File: config.mk
export PLATFORM = sky130hd
export DESIGN_NAME = enclave_exec_pipe_flat
export DESIGN_NICKNAME = d
export VERILOG_FILES = /design/src/rtl/enclave_pkg.sv /design/src/rtl/enclave_exec_pipe_if.sv /design/src/rtl/enclave_fifo.sv /design/src/rtl/enclave_exec_pipe.sv /design/src/flat_wrapper.sv
export SDC_FILE = /design/constraint.sdc
export NUM_CORES = 2
export LEC_CHECK = 0
export CORE_AREA = 2 2 325 327
export CTS_CLUSTER_SIZE = 20
export DETAILED_ROUTE_END_ITERATION = 7
export DIE_AREA = 0 0 327 329
export PLACE_DENSITY = 0.86
export SLEW_MARGIN = 20
export SYNTH_ARGS = -nofsm -noshare
export SYNTH_HDL_FRONTEND = slang
export SYNTH_SLANG_ARGS = --single-unit
File: constraint.sdc
create_clock -name clk -period 3.4 [get_ports clk]
set_input_delay 0.68 -clock clk [delete_from_list [all_inputs] [get_ports clk]]
set_output_delay 0.68 -clock clk [all_outputs]
set_load 0.05 [all_outputs]
File: src/rtl/enclave_pkg.sv
// Shared definitions for the enclave execution pipeline.
// Holds the default widths and the control state encoding.
package enclave_pkg;

  localparam int DEF_DATA_W   = 128;
  localparam int DEF_INSTR_W  = 64;
  localparam int DEF_RESULT_W = 64;
  localparam int DEF_DEPTH    = 4;
  localparam int DEF_TIMEOUT  = 255;
  localparam int IV_W         = 128;

  typedef enum logic [2:0] {
    ST_IDLE    = 3'd0,
    ST_DECRYPT = 3'd1,
    ST_EXEC    = 3'd2,
    ST_OUTPUT  = 3'd3,
    ST_LOCKED  = 3'd4
  } state_e;

endpackage

File: src/rtl/enclave_exec_pipe_if.sv
// Bundles the input, engine, core, result and tamper signals of the pipeline.
// The master modport is the pipeline side; slave is its environment.
interface enclave_exec_pipe_if
  import enclave_pkg::*;
#(
  parameter int DATA_W   = DEF_DATA_W,
  parameter int INSTR_W  = DEF_INSTR_W,
  parameter int RESULT_W = DEF_RESULT_W
);

  logic [DATA_W-1:0]   in_data;
  logic [IV_W-1:0]     in_iv;
  logic                in_valid;
  logic                in_ready;

  logic                dec_start;
  logic [DATA_W-1:0]   dec_data;
  logic [IV_W-1:0]     dec_iv;
  logic [DATA_W-1:0]   dec_out;
  logic                dec_done;

  logic                core_valid;
  logic [INSTR_W-1:0]  core_instr;
  logic [RESULT_W-1:0] core_result;
  logic                core_done;

  logic [RESULT_W-1:0] res_data;
  logic                res_valid;
  logic                res_ready;

  logic                err;
  logic                tamper;
  logic                locked;

  modport master (
    input  in_data, in_iv, in_valid, dec_out, dec_done,
           core_result, core_done, res_ready, tamper,
    output in_ready, dec_start, dec_data, dec_iv, core_valid,
           core_instr, res_data, res_valid, err, locked
  );

  modport slave (
    output in_data, in_iv, in_valid, dec_out, dec_done,
           core_result, core_done, res_ready, tamper,
    input  in_ready, dec_start, dec_data, dec_iv, core_valid,
           core_instr, res_data, res_valid, err, locked
  );

endinterface

File: src/rtl/enclave_fifo.sv
// Input word FIFO with wrap-bit pointers and a synchronous clear that
// flushes both pointers and the stored contents.
module enclave_fifo #(
  parameter int WIDTH = 8,
  parameter int DEPTH = 4
) (
  input  logic             clk,
  input  logic             rst_n,
  input  logic             clr,
  input  logic             push,
  input  logic             pop,
  input  logic [WIDTH-1:0] wdata,
  output logic [WIDTH-1:0] rdata,
  output logic             full,
  output logic             empty
);

  localparam int AW = $clog2(DEPTH);

  logic [WIDTH-1:0] mem_q [DEPTH];
  logic [AW:0]      wr_ptr_q, wr_ptr_d;
  logic [AW:0]      rd_ptr_q, rd_ptr_d;
  logic             do_push, do_pop;

  assign empty   = (wr_ptr_q == rd_ptr_q);
  assign full    = (wr_ptr_q[AW] != rd_ptr_q[AW]) &&
                   (wr_ptr_q[AW-1:0] == rd_ptr_q[AW-1:0]);
  assign do_pop  = pop && !empty;
  // A pop frees the head slot in the same cycle, so a full FIFO can still take a push.
  assign do_push = push && (!full || do_pop);
  assign rdata   = mem_q[rd_ptr_q[AW-1:0]];

  always_comb begin
    wr_ptr_d = wr_ptr_q;
    rd_ptr_d = rd_ptr_q;
    if (clr) begin
      wr_ptr_d = '0;
      rd_ptr_d = '0;
    end else begin
      if (do_push) wr_ptr_d = wr_ptr_q + (AW+1)'(1);
      if (do_pop)  rd_ptr_d = rd_ptr_q + (AW+1)'(1);
    end
  end

  always_ff @(posedge clk or negedge rst_n) begin
    if (!rst_n) begin
      wr_ptr_q <= '0;
      rd_ptr_q <= '0;
      for (int i = 0; i < DEPTH; i++) mem_q[i] <= '0;
    end else begin
      wr_ptr_q <= wr_ptr_d;
      rd_ptr_q <= rd_ptr_d;
      if (clr) begin
        for (int i = 0; i < DEPTH; i++) mem_q[i] <= '0;
      end else if (do_push) begin
        mem_q[wr_ptr_q[AW-1:0]] <= wdata;
      end
    end
  end

endmodule

File: src/rtl/enclave_exec_pipe.sv
// Enclave execution pipeline: queues encrypted words, hands them to an external
// decrypt engine, runs the plaintext on a core and returns the result.
module enclave_exec_pipe
  import enclave_pkg::*;
#(
  parameter int DATA_W   = DEF_DATA_W,
  parameter int INSTR_W  = DEF_INSTR_W,
  parameter int RESULT_W = DEF_RESULT_W,
  parameter int DEPTH    = DEF_DEPTH,
  parameter int TIMEOUT  = DEF_TIMEOUT
) (
  input logic                clk,
  input logic                resetn,
  enclave_exec_pipe_if.master bus
);

  localparam int ENTRY_W = IV_W + DATA_W;
  localparam int CNT_W   = $clog2(TIMEOUT + 2);

  state_e              state_q, state_d;
  logic [CNT_W-1:0]    cnt_q, cnt_d;
  logic                dec_start_q, dec_start_d;
  logic [DATA_W-1:0]   dec_data_q, dec_data_d;
  logic [IV_W-1:0]     dec_iv_q, dec_iv_d;
  logic                core_valid_q, core_valid_d;
  logic [INSTR_W-1:0]  core_instr_q, core_instr_d;
  logic [RESULT_W-1:0] res_data_q, res_data_d;
  logic                res_valid_q, res_valid_d;
  logic                err_q, err_d;
  logic                locked_q, locked_d;

  logic                fifo_push, fifo_pop, fifo_full, fifo_empty;
  logic [ENTRY_W-1:0]  fifo_rdata;
  logic                phase_expired;

  assign bus.in_ready = !fifo_full && !locked_q;
  assign fifo_push    = bus.in_valid && bus.in_ready;
  assign fifo_pop     = (state_q == ST_IDLE) && !fifo_empty && !bus.tamper;
  assign phase_expired = (cnt_q == CNT_W'(TIMEOUT));

  enclave_fifo #(
    .WIDTH (ENTRY_W),
    .DEPTH (DEPTH)
  ) u_fifo (
    .clk   (clk),
    .rst_n (resetn),
    .clr   (bus.tamper),
    .push  (fifo_push),
    .pop   (fifo_pop),
    .wdata ({bus.in_iv, bus.in_data}),
    .rdata (fifo_rdata),
    .full  (fifo_full),
    .empty (fifo_empty)
  );

  always_comb begin
    state_d      = state_q;
    cnt_d        = cnt_q;
    dec_start_d  = 1'b0;
    dec_data_d   = dec_data_q;
    dec_iv_d     = dec_iv_q;
    core_valid_d = core_valid_q;
    core_instr_d = core_instr_q;
    res_data_d   = res_data_q;
    res_valid_d  = res_valid_q;
    err_d        = 1'b0;
    locked_d     = locked_q;

    // Tamper overrides every phase and scrubs anything derived from plaintext.
    if (bus.tamper) begin
      state_d      = ST_LOCKED;
      locked_d     = 1'b1;
      cnt_d        = '0;
      dec_data_d   = '0;
      dec_iv_d     = '0;
      core_valid_d = 1'b0;
      core_instr_d = '0;
      res_data_d   = '0;
      res_valid_d  = 1'b0;
    end else begin
      case (state_q)
        ST_IDLE: begin
          if (!fifo_empty) begin
            {dec_iv_d, dec_data_d} = fifo_rdata;
            dec_start_d = 1'b1;
            cnt_d       = '0;
            state_d     = ST_DECRYPT;
          end
        end
        ST_DECRYPT: begin
          if (bus.dec_done) begin
            core_instr_d = bus.dec_out[INSTR_W-1:0];
            core_valid_d = 1'b1;
            cnt_d        = '0;
            state_d      = ST_EXEC;
          end else if (phase_expired) begin
            err_d        = 1'b1;
            core_instr_d = '0;
            core_valid_d = 1'b0;
            state_d      = ST_IDLE;
          end else begin
            cnt_d = cnt_q + CNT_W'(1);
          end
        end
        ST_EXEC: begin
          if (bus.core_done) begin
            res_data_d   = bus.core_result;
            res_valid_d  = 1'b1;
            core_valid_d = 1'b0;
            state_d      = ST_OUTPUT;
          end else if (phase_expired) begin
            err_d        = 1'b1;
            core_instr_d = '0;
            core_valid_d = 1'b0;
            state_d      = ST_IDLE;
          end else begin
            cnt_d = cnt_q + CNT_W'(1);
          end
        end
        ST_OUTPUT: begin
          if (bus.res_ready) begin
            res_valid_d = 1'b0;
            state_d     = ST_IDLE;
          end
        end
        ST_LOCKED: state_d = ST_LOCKED;
        default:   state_d = ST_IDLE;
      endcase
    end
  end

  always_ff @(posedge clk or negedge resetn) begin
    if (!resetn) begin
      state_q      <= ST_IDLE;
      cnt_q        <= '0;
      dec_start_q  <= 1'b0;
      dec_data_q   <= '0;
      dec_iv_q     <= '0;
      core_valid_q <= 1'b0;
      core_instr_q <= '0;
      res_data_q   <= '0;
      res_valid_q  <= 1'b0;
      err_q        <= 1'b0;
      locked_q     <= 1'b0;
    end else begin
      state_q      <= state_d;
      cnt_q        <= cnt_d;
      dec_start_q  <= dec_start_d;
      dec_data_q   <= dec_data_d;
      dec_iv_q     <= dec_iv_d;
      core_valid_q <= core_valid_d;
      core_instr_q <= core_instr_d;
      res_data_q   <= res_data_d;
      res_valid_q  <= res_valid_d;
      err_q        <= err_d;
      locked_q     <= locked_d;
    end
  end

  assign bus.dec_start  = dec_start_q;
  assign bus.dec_data   = dec_data_q;
  assign bus.dec_iv     = dec_iv_q;
  assign bus.core_valid = core_valid_q;
  assign bus.core_instr = core_instr_q;
  assign bus.res_data   = res_data_q;
  assign bus.res_valid  = res_valid_q;
  assign bus.err        = err_q;
  assign bus.locked     = locked_q;

endmodule
File: src/flat_wrapper.sv
// flat-port wrapper written by rule: the top's interface ports become plain ports
module enclave_exec_pipe_flat import enclave_pkg::*;
#(
  parameter int DATA_W   = DEF_DATA_W,
  parameter int INSTR_W  = DEF_INSTR_W,
  parameter int RESULT_W = DEF_RESULT_W,
  parameter int DEPTH    = DEF_DEPTH,
  parameter int TIMEOUT  = DEF_TIMEOUT
)
  (clk, resetn, bus_in_data, bus_in_iv, bus_in_valid, bus_dec_out, bus_dec_done, bus_core_result, bus_core_done, bus_res_ready, bus_tamper, bus_in_ready, bus_dec_start, bus_dec_data, bus_dec_iv, bus_core_valid, bus_core_instr, bus_res_data, bus_res_valid, bus_err, bus_locked);
  enclave_exec_pipe_if #(.DATA_W(DATA_W), .INSTR_W(INSTR_W), .RESULT_W(RESULT_W)) bus_i ();
  input logic clk;
  input logic resetn;
  input wire logic [$bits(bus_i.in_data)-1:0] bus_in_data;
  input wire logic [$bits(bus_i.in_iv)-1:0] bus_in_iv;
  input wire logic [$bits(bus_i.in_valid)-1:0] bus_in_valid;
  input wire logic [$bits(bus_i.dec_out)-1:0] bus_dec_out;
  input wire logic [$bits(bus_i.dec_done)-1:0] bus_dec_done;
  input wire logic [$bits(bus_i.core_result)-1:0] bus_core_result;
  input wire logic [$bits(bus_i.core_done)-1:0] bus_core_done;
  input wire logic [$bits(bus_i.res_ready)-1:0] bus_res_ready;
  input wire logic [$bits(bus_i.tamper)-1:0] bus_tamper;
  output wire logic [$bits(bus_i.in_ready)-1:0] bus_in_ready;
  output wire logic [$bits(bus_i.dec_start)-1:0] bus_dec_start;
  output wire logic [$bits(bus_i.dec_data)-1:0] bus_dec_data;
  output wire logic [$bits(bus_i.dec_iv)-1:0] bus_dec_iv;
  output wire logic [$bits(bus_i.core_valid)-1:0] bus_core_valid;
  output wire logic [$bits(bus_i.core_instr)-1:0] bus_core_instr;
  output wire logic [$bits(bus_i.res_data)-1:0] bus_res_data;
  output wire logic [$bits(bus_i.res_valid)-1:0] bus_res_valid;
  output wire logic [$bits(bus_i.err)-1:0] bus_err;
  output wire logic [$bits(bus_i.locked)-1:0] bus_locked;
  assign bus_i.in_data = bus_in_data;
  assign bus_i.in_iv = bus_in_iv;
  assign bus_i.in_valid = bus_in_valid;
  assign bus_i.dec_out = bus_dec_out;
  assign bus_i.dec_done = bus_dec_done;
  assign bus_i.core_result = bus_core_result;
  assign bus_i.core_done = bus_core_done;
  assign bus_i.res_ready = bus_res_ready;
  assign bus_i.tamper = bus_tamper;
  assign bus_in_ready = bus_i.in_ready;
  assign bus_dec_start = bus_i.dec_start;
  assign bus_dec_data = bus_i.dec_data;
  assign bus_dec_iv = bus_i.dec_iv;
  assign bus_core_valid = bus_i.core_valid;
  assign bus_core_instr = bus_i.core_instr;
  assign bus_res_data = bus_i.res_data;
  assign bus_res_valid = bus_i.res_valid;
  assign bus_err = bus_i.err;
  assign bus_locked = bus_i.locked;
  enclave_exec_pipe #(.DATA_W(DATA_W), .INSTR_W(INSTR_W), .RESULT_W(RESULT_W), .DEPTH(DEPTH), .TIMEOUT(TIMEOUT)) u_core (.clk(clk), .resetn(resetn), .bus(bus_i));
endmodule
Word level (Yosys, flattened, before mapping)
Cells that the tools add are included.
{"block": "totals", "regBits": 1431, "out_inout_bits": 390, "romBits": 0, "ramBits": 0, "memories": 0, "latch_bits": 0, "wordCells": 122, "in_bits": 455}
{"block": "op_classes", "n_bitwise": 2, "shift": 0, "n_reduce_logical": 28, "n_eq_ne": 13, "div_mod_pow": 0, "order_cmp": 3, "multipliers": 0, "muxes": 56, "n_addsub": 3}
{"op": "$mux 1024", "count": 2}
{"op": "$bwmux 1024", "count": 1}
{"op": "$mux 128", "count": 6}
{"op": "$mux 256", "count": 3}
{"op": "$bmux 256 s2", "count": 1}
{"op": "$demux 256 s2", "count": 1}
{"op": "$mux 64", "count": 7}
{"op": "$pmux 64 s2", "count": 1}
{"op": "$mux 9", "count": 5}
{"op": "$mux 3", "count": 10}
{"op": "$pmux 9 s3", "count": 1}
{"op": "$pmux 3 s5", "count": 1}
{"op": "$mux 1", "count": 14}
{"op": "$ne 3x3->1 const B", "count": 4}
{"op": "$reduce_bool 2->1", "count": 5}
{"op": "$add 9x1->9 const B", "count": 1}
{"op": "$eq 9x8->1 const B", "count": 1}
{"op": "$logic_and 1x1->1", "count": 8}
{"op": "$reduce_and 2->1", "count": 4}
{"op": "$add 3x1->3 const B", "count": 2}
{"op": "$eq 3x2->1 const B", "count": 2}
{"op": "$ge 3x3->1 const B", "count": 2}
{"op": "$not 2->3", "count": 2}
{"op": "$pmux 1 s2", "count": 3}
{"op": "13 further kinds", "count": 18}

Longest topological paths before layout
{"block": "depth", "ltp_word": 9, "mapped_depth": 10, "mapped_depth_nobuf": 6}

By module
A second synthesis with hierarchy kept.
{"block": "hier_totals", "hier_cells": 5063, "area_unflattened_um2": 66618.9}
{"module": "enclave_fifo", "n_inst": 1, "area_per_inst_um2": 51832.2, "cells_each": 3967}
{"module": "enclave_exec_pipe", "n_inst": 1, "area_per_inst_um2": 14786.7, "cells_each": 1096}

Worst setup path after synthesis
No wires, ideal clock.
{"block": "synth_timing", "kind": "reg-to-output", "from": "register u_core.u_fifo.rd_ptr_q[1]", "to": "output port bus_in_ready", "path_buffers": 1, "path_slack_ps": 1121, "stages_incl_launch_ff": 4, "arrival_ps": 1599, "path_cell_list": "dfrtp_1 -> buf_2 -> xnor2_2 -> a31oi_1"}
{"block": "synth_between", "elab_chain_cells": 4}
{"element": "from (decl)", "line_no": "enclave_fifo.sv:22", "rtl": "logic [AW:0] rd_ptr_q, rd_ptr_d;"}
{"element": "from (signal assigned)", "line_no": "enclave_fifo.sv:52", "rtl": "rd_ptr_q <= rd_ptr_d;"}
{"element": "$eq 2x2->1", "line_no": "enclave_fifo.sv:27", "rtl": "(wr_ptr_q[AW-1:0] == rd_ptr_q[AW-1:0]);"}
{"element": "$logic_and 1x1->1", "line_no": "enclave_fifo.sv:26", "rtl": "assign full = (wr_ptr_q[AW] != rd_ptr_q[AW]) &&"}
{"element": "$logic_not 1->1", "line_no": "enclave_exec_pipe.sv:36", "rtl": "assign bus.in_ready = !fifo_full && !locked_q;"}
{"element": "$logic_and 1x1->1", "line_no": "enclave_exec_pipe.sv:36"}
{"element": "to (decl)", "line_no": "flat_wrapper.sv:23", "rtl": "output wire logic [$bits(bus_i.in_ready)-1:0] bus_in_ready;"}
No other way between the ends.

Final worst setup path
{"block": "layout_timing", "from": "register u_core.u_fifo.rd_ptr_q[0]", "to": "output port bus_in_ready"}
Same word-level chain as after synthesis.

==> flow_metrics.env <==
export IMPL_pre_cts_ws_ns=0.374
export IMPL_ys_types=44
export IMPL_cp_arrival_ns=2.51
export IMPL_cts_sinks=1431
export IMPL_routed_wl_mm=191
export IMPL_cp_max_fo=15
export IMPL_final_util=0.723
export IMPL_grt_max_degree=232
export IMPL_gr_total_overflow=0
export IMPL_io_buffers=780
export IMPL_syn2layout_area_growth_pct=23.7
export IMPL_numCtsBuffers=145
export IMPL_detail_route_antenna_nets=0
export IMPL_cap_viol_max_count=0
export IMPL_hold_class="in -> reg"
export IMPL_tns_ns=0
export IMPL_insertion_delay_ns=0.77
export IMPL_synthesis_area_um2=61000
export IMPL_grt_pass1_wl_mm=293
export IMPL_yosys_warnings=0
export IMPL_crit_path_start_kind="register"
export IMPL_rows=119
export IMPL_die_h_um=329
export IMPL_finalCriticalPeriod_ns=3.19
export IMPL_synth_main_ff_cell="dfrtp_1"
export IMPL_setup_viol=0
export IMPL_layout_cells_non_filler=7875
export IMPL_fin_crit_sh=0.940
export IMPL_final_area_um2=75400
export IMPL_hold_end="u_core.u_fifo.mem_q[820]$_DFFE_PN0P_"
export IMPL_reg2reg_slack_ns=0.39
export IMPL_placed_area_um2=70300
export IMPL_core_um2=104000
export IMPL_max_clock_freq_mhz=313
export IMPL_hold_path_depth=2
export IMPL_wl_per_cell_um=24.2
export IMPL_antenna_found_initial=43
export IMPL_worst_pin_slew_ns=1.34
export IMPL_clockBufferDepth=3
export IMPL_finalWeightedCongestion=0.846
export IMPL_path_clk_slew_ns=0.06
export IMPL_synthArstFlopShare=1.00
export IMPL_mostFrequentLayoutCells="nand2_1, dfrtp_1, a21oi_1, clkdlybuf4s50_1, a22o_1"
export IMPL_drv_slew=0
export IMPL_drt_iter0_drc=6580
export IMPL_synth_cells=5761
export IMPL_r2r_end="u_core.u_fifo.mem_q[167]$_DFFE_PN0P_"
export IMPL_drt_vias_per_instance=6.36
export IMPL_postSynthAreaPerCell_um2=10.6
export IMPL_crit_type="reg -> out"
export IMPL_grt_pass1_vias=51100
export IMPL_dieWidth_um=327
export IMPL_p_leak_nw=31.2
export IMPL_drt_pre_antenna_iters=8
export IMPL_fin_nets=6794
export IMPL_final_common_cell="nand2_1"
export IMPL_cts_htree_levels=4
export IMPL_io_pins=845
export IMPL_status="finished, violations left"
export IMPL_vdd_drop_max_v=0.000577
export IMPL_min_from="bus_tamper"
export IMPL_hold_viol_final=0
export IMPL_yosysSeqAreaShare=0.587
export IMPL_drive_gt1_frac=0.100
export IMPL_endpoint_kind="output port"
export IMPL_ys_ff_latch=1431
export IMPL_rr_worst_depth=7
export IMPL_syn_num_nets=6222
export IMPL_finClkSkew_ns=0.0286
export IMPL_cp_startpoint="u_core.u_fifo.rd_ptr_q[0]$_DFFE_PN0P_"
export IMPL_vias=50100
export IMPL_grtUsageTotal=0.350
export IMPL_placedCellCount=7576
export IMPL_setup_slack_ns=0.205
export IMPL_violations="DRC"
export IMPL_hpwl_mm=112
export IMPL_p_per_area_nw_per_um2=469
export IMPL_dieArea_um2=108000
export IMPL_cts_root_buf="clkbuf_16"
export IMPL_rsz0062_at_grt="false"
export IMPL_synth_edf_count=0
export IMPL_start_util=0.584
export IMPL_cts_setup_buffers=0
export IMPL_required_ns=2.72
export IMPL_cts_tree="built"
export IMPL_r2r_start="u_core.u_fifo.rd_ptr_q[0]$_DFFE_PN0P_"
export IMPL_drc=2
export IMPL_max_slew_margin_rel=0.106
==> worst max-delay path by stage <==
stage / end / slack (ns) / cells past startpoint
final: bus_in_ready / 0.21 / 3
after global routing: bus_in_ready / 0.09 / 3
after CTS: bus_in_ready / 0.16 / 3
after detailed placement: u_core.u_fifo.mem_q[631]$_DFFE_PN0P_ / 0.37 / 9
after global placement: u_core.u_fifo.mem_q[909]$_DFFE_PN0P_ / 0.40 / 8
after floorplan: bus_in_ready / 1.12 / 3
==> worst max-delay path: stages, from the launching register on <==
cell and delay, ns:
dfrtp_4 0.63, xnor2_2 0.28, a31oi_1 0.20, dlygate4sd2_1 0.65
==> metal layers <==
metal	vias up	GRT usage	wire, um
li1	20900	-	-
met1	25100	0.427	65800
met2	3282	0.569	93800
met3	702	0.0895	19700
met4	22	0.207	11100
met5	-	0	149
==> synth_stat cells (2+ instances only) <==
| library cell | instances | area [um2] |
|---|---|---|
| nand2_1 | 2065 | 7750 |
| dfrtp_1 | 1431 | 35800 |
| a21oi_1 | 1032 | 5160 |
| a22o_1 | 385 | 3370 |
| clkbuf_1 | 260 | 976 |
| mux4_2 | 256 | 5770 |
| buf_2 | 124 | 621 |
| buf_6 | 45 | 507 |
| buf_1 | 40 | 150 |
| buf_4 | 21 | 158 |
| nor2_1 | 15 | 56.3 |
| o21ai_0 | 11 | 55.1 |
| inv_1 | 9 | 33.8 |
| ha_1 | 6 | 75.1 |
| a31oi_1 | 4 | 25.0 |
| and2_1 | 4 | 25.0 |
| and3_1 | 4 | 25.0 |
| o211ai_1 | 4 | 30.0 |
| xnor2_1 | 4 | 35.0 |
| nand4_1 | 3 | 18.8 |
| or2_2 | 3 | 18.8 |
| or3_1 | 3 | 18.8 |
| a21boi_0 | 2 | 15.0 |
| a311oi_2 | 2 | 30.0 |
| a41oi_1 | 2 | 17.5 |
| nand2b_1 | 2 | 12.5 |
| nor3_1 | 2 | 10.0 |
| nor3b_1 | 2 | 15.0 |
| o21bai_1 | 2 | 15.0 |
| o311a_1 | 2 | 20.0 |
| xnor2_2 | 2 | 32.5 |
| xor2_1 | 2 | 17.5 |
==> sequential cells by signal, summed over array words and instances, names as in the netlist, 3 cells and up <==
name                    flops
u_core.u_fifo.wr_ptr_q      3
u_core.bus.dec_iv         128
u_core.bus.core_instr      64
u_core.cnt_q                9
u_core.u_fifo.rd_ptr_q      3
u_core.bus.res_data        64
u_core.bus.dec_data       128
u_core.u_fifo.mem_q      1024
u_core.state_q              3
==> stage by stage <==
stage | power, W | hold WS [ns]
after floorplan | 0.0176 | 0.384
after global placement | 0.0187 | 0.482
after detailed placement | 0.0187 | 0.480
after CTS | 0.0354 | 0.278
after global routing | 0.0362 | 0.302
final | 0.0354 | 0.325
==> repair_timing <==
| item | in CTS | in global routing |
|---|---|---|
| resized for setup | 1 | 0 |
| hold buffers | 1 | 0 |
| endpoints found under the hold margin | 39 | 0 |
| setup endpoints to repair | 1 | 0 |
==> cell families after synthesis <==
family	count (synthesis)	synth area share
simple gates	2108	0.131
compound gates	1452	0.144
flops	1431	0.587
buf+inv	500	0.0403
mux	256	0.0946
xor+xnor	8	0.00140
fa+ha+maj	6	0.00123
==> report_power, final <==
part           total [W]  switching, W  internal [W]
clock network     0.0169       0.00689        0.0100
registers         0.0170    0.00000156        0.0170
logic            0.00139      0.000879      0.000507
==> layout make-up <==
class                   count  area (um2)
fillers                  6392       29000
clock inverters            43         687
inverters                   9        33.8
clock buffers             216        4360
repair buffers            916        9880
well taps                1391        1740
flip-flops and latches   1431       35800
multi-input cells        3830       22800
diodes                     39        97.6
Power figures use the tool's default switching activity.
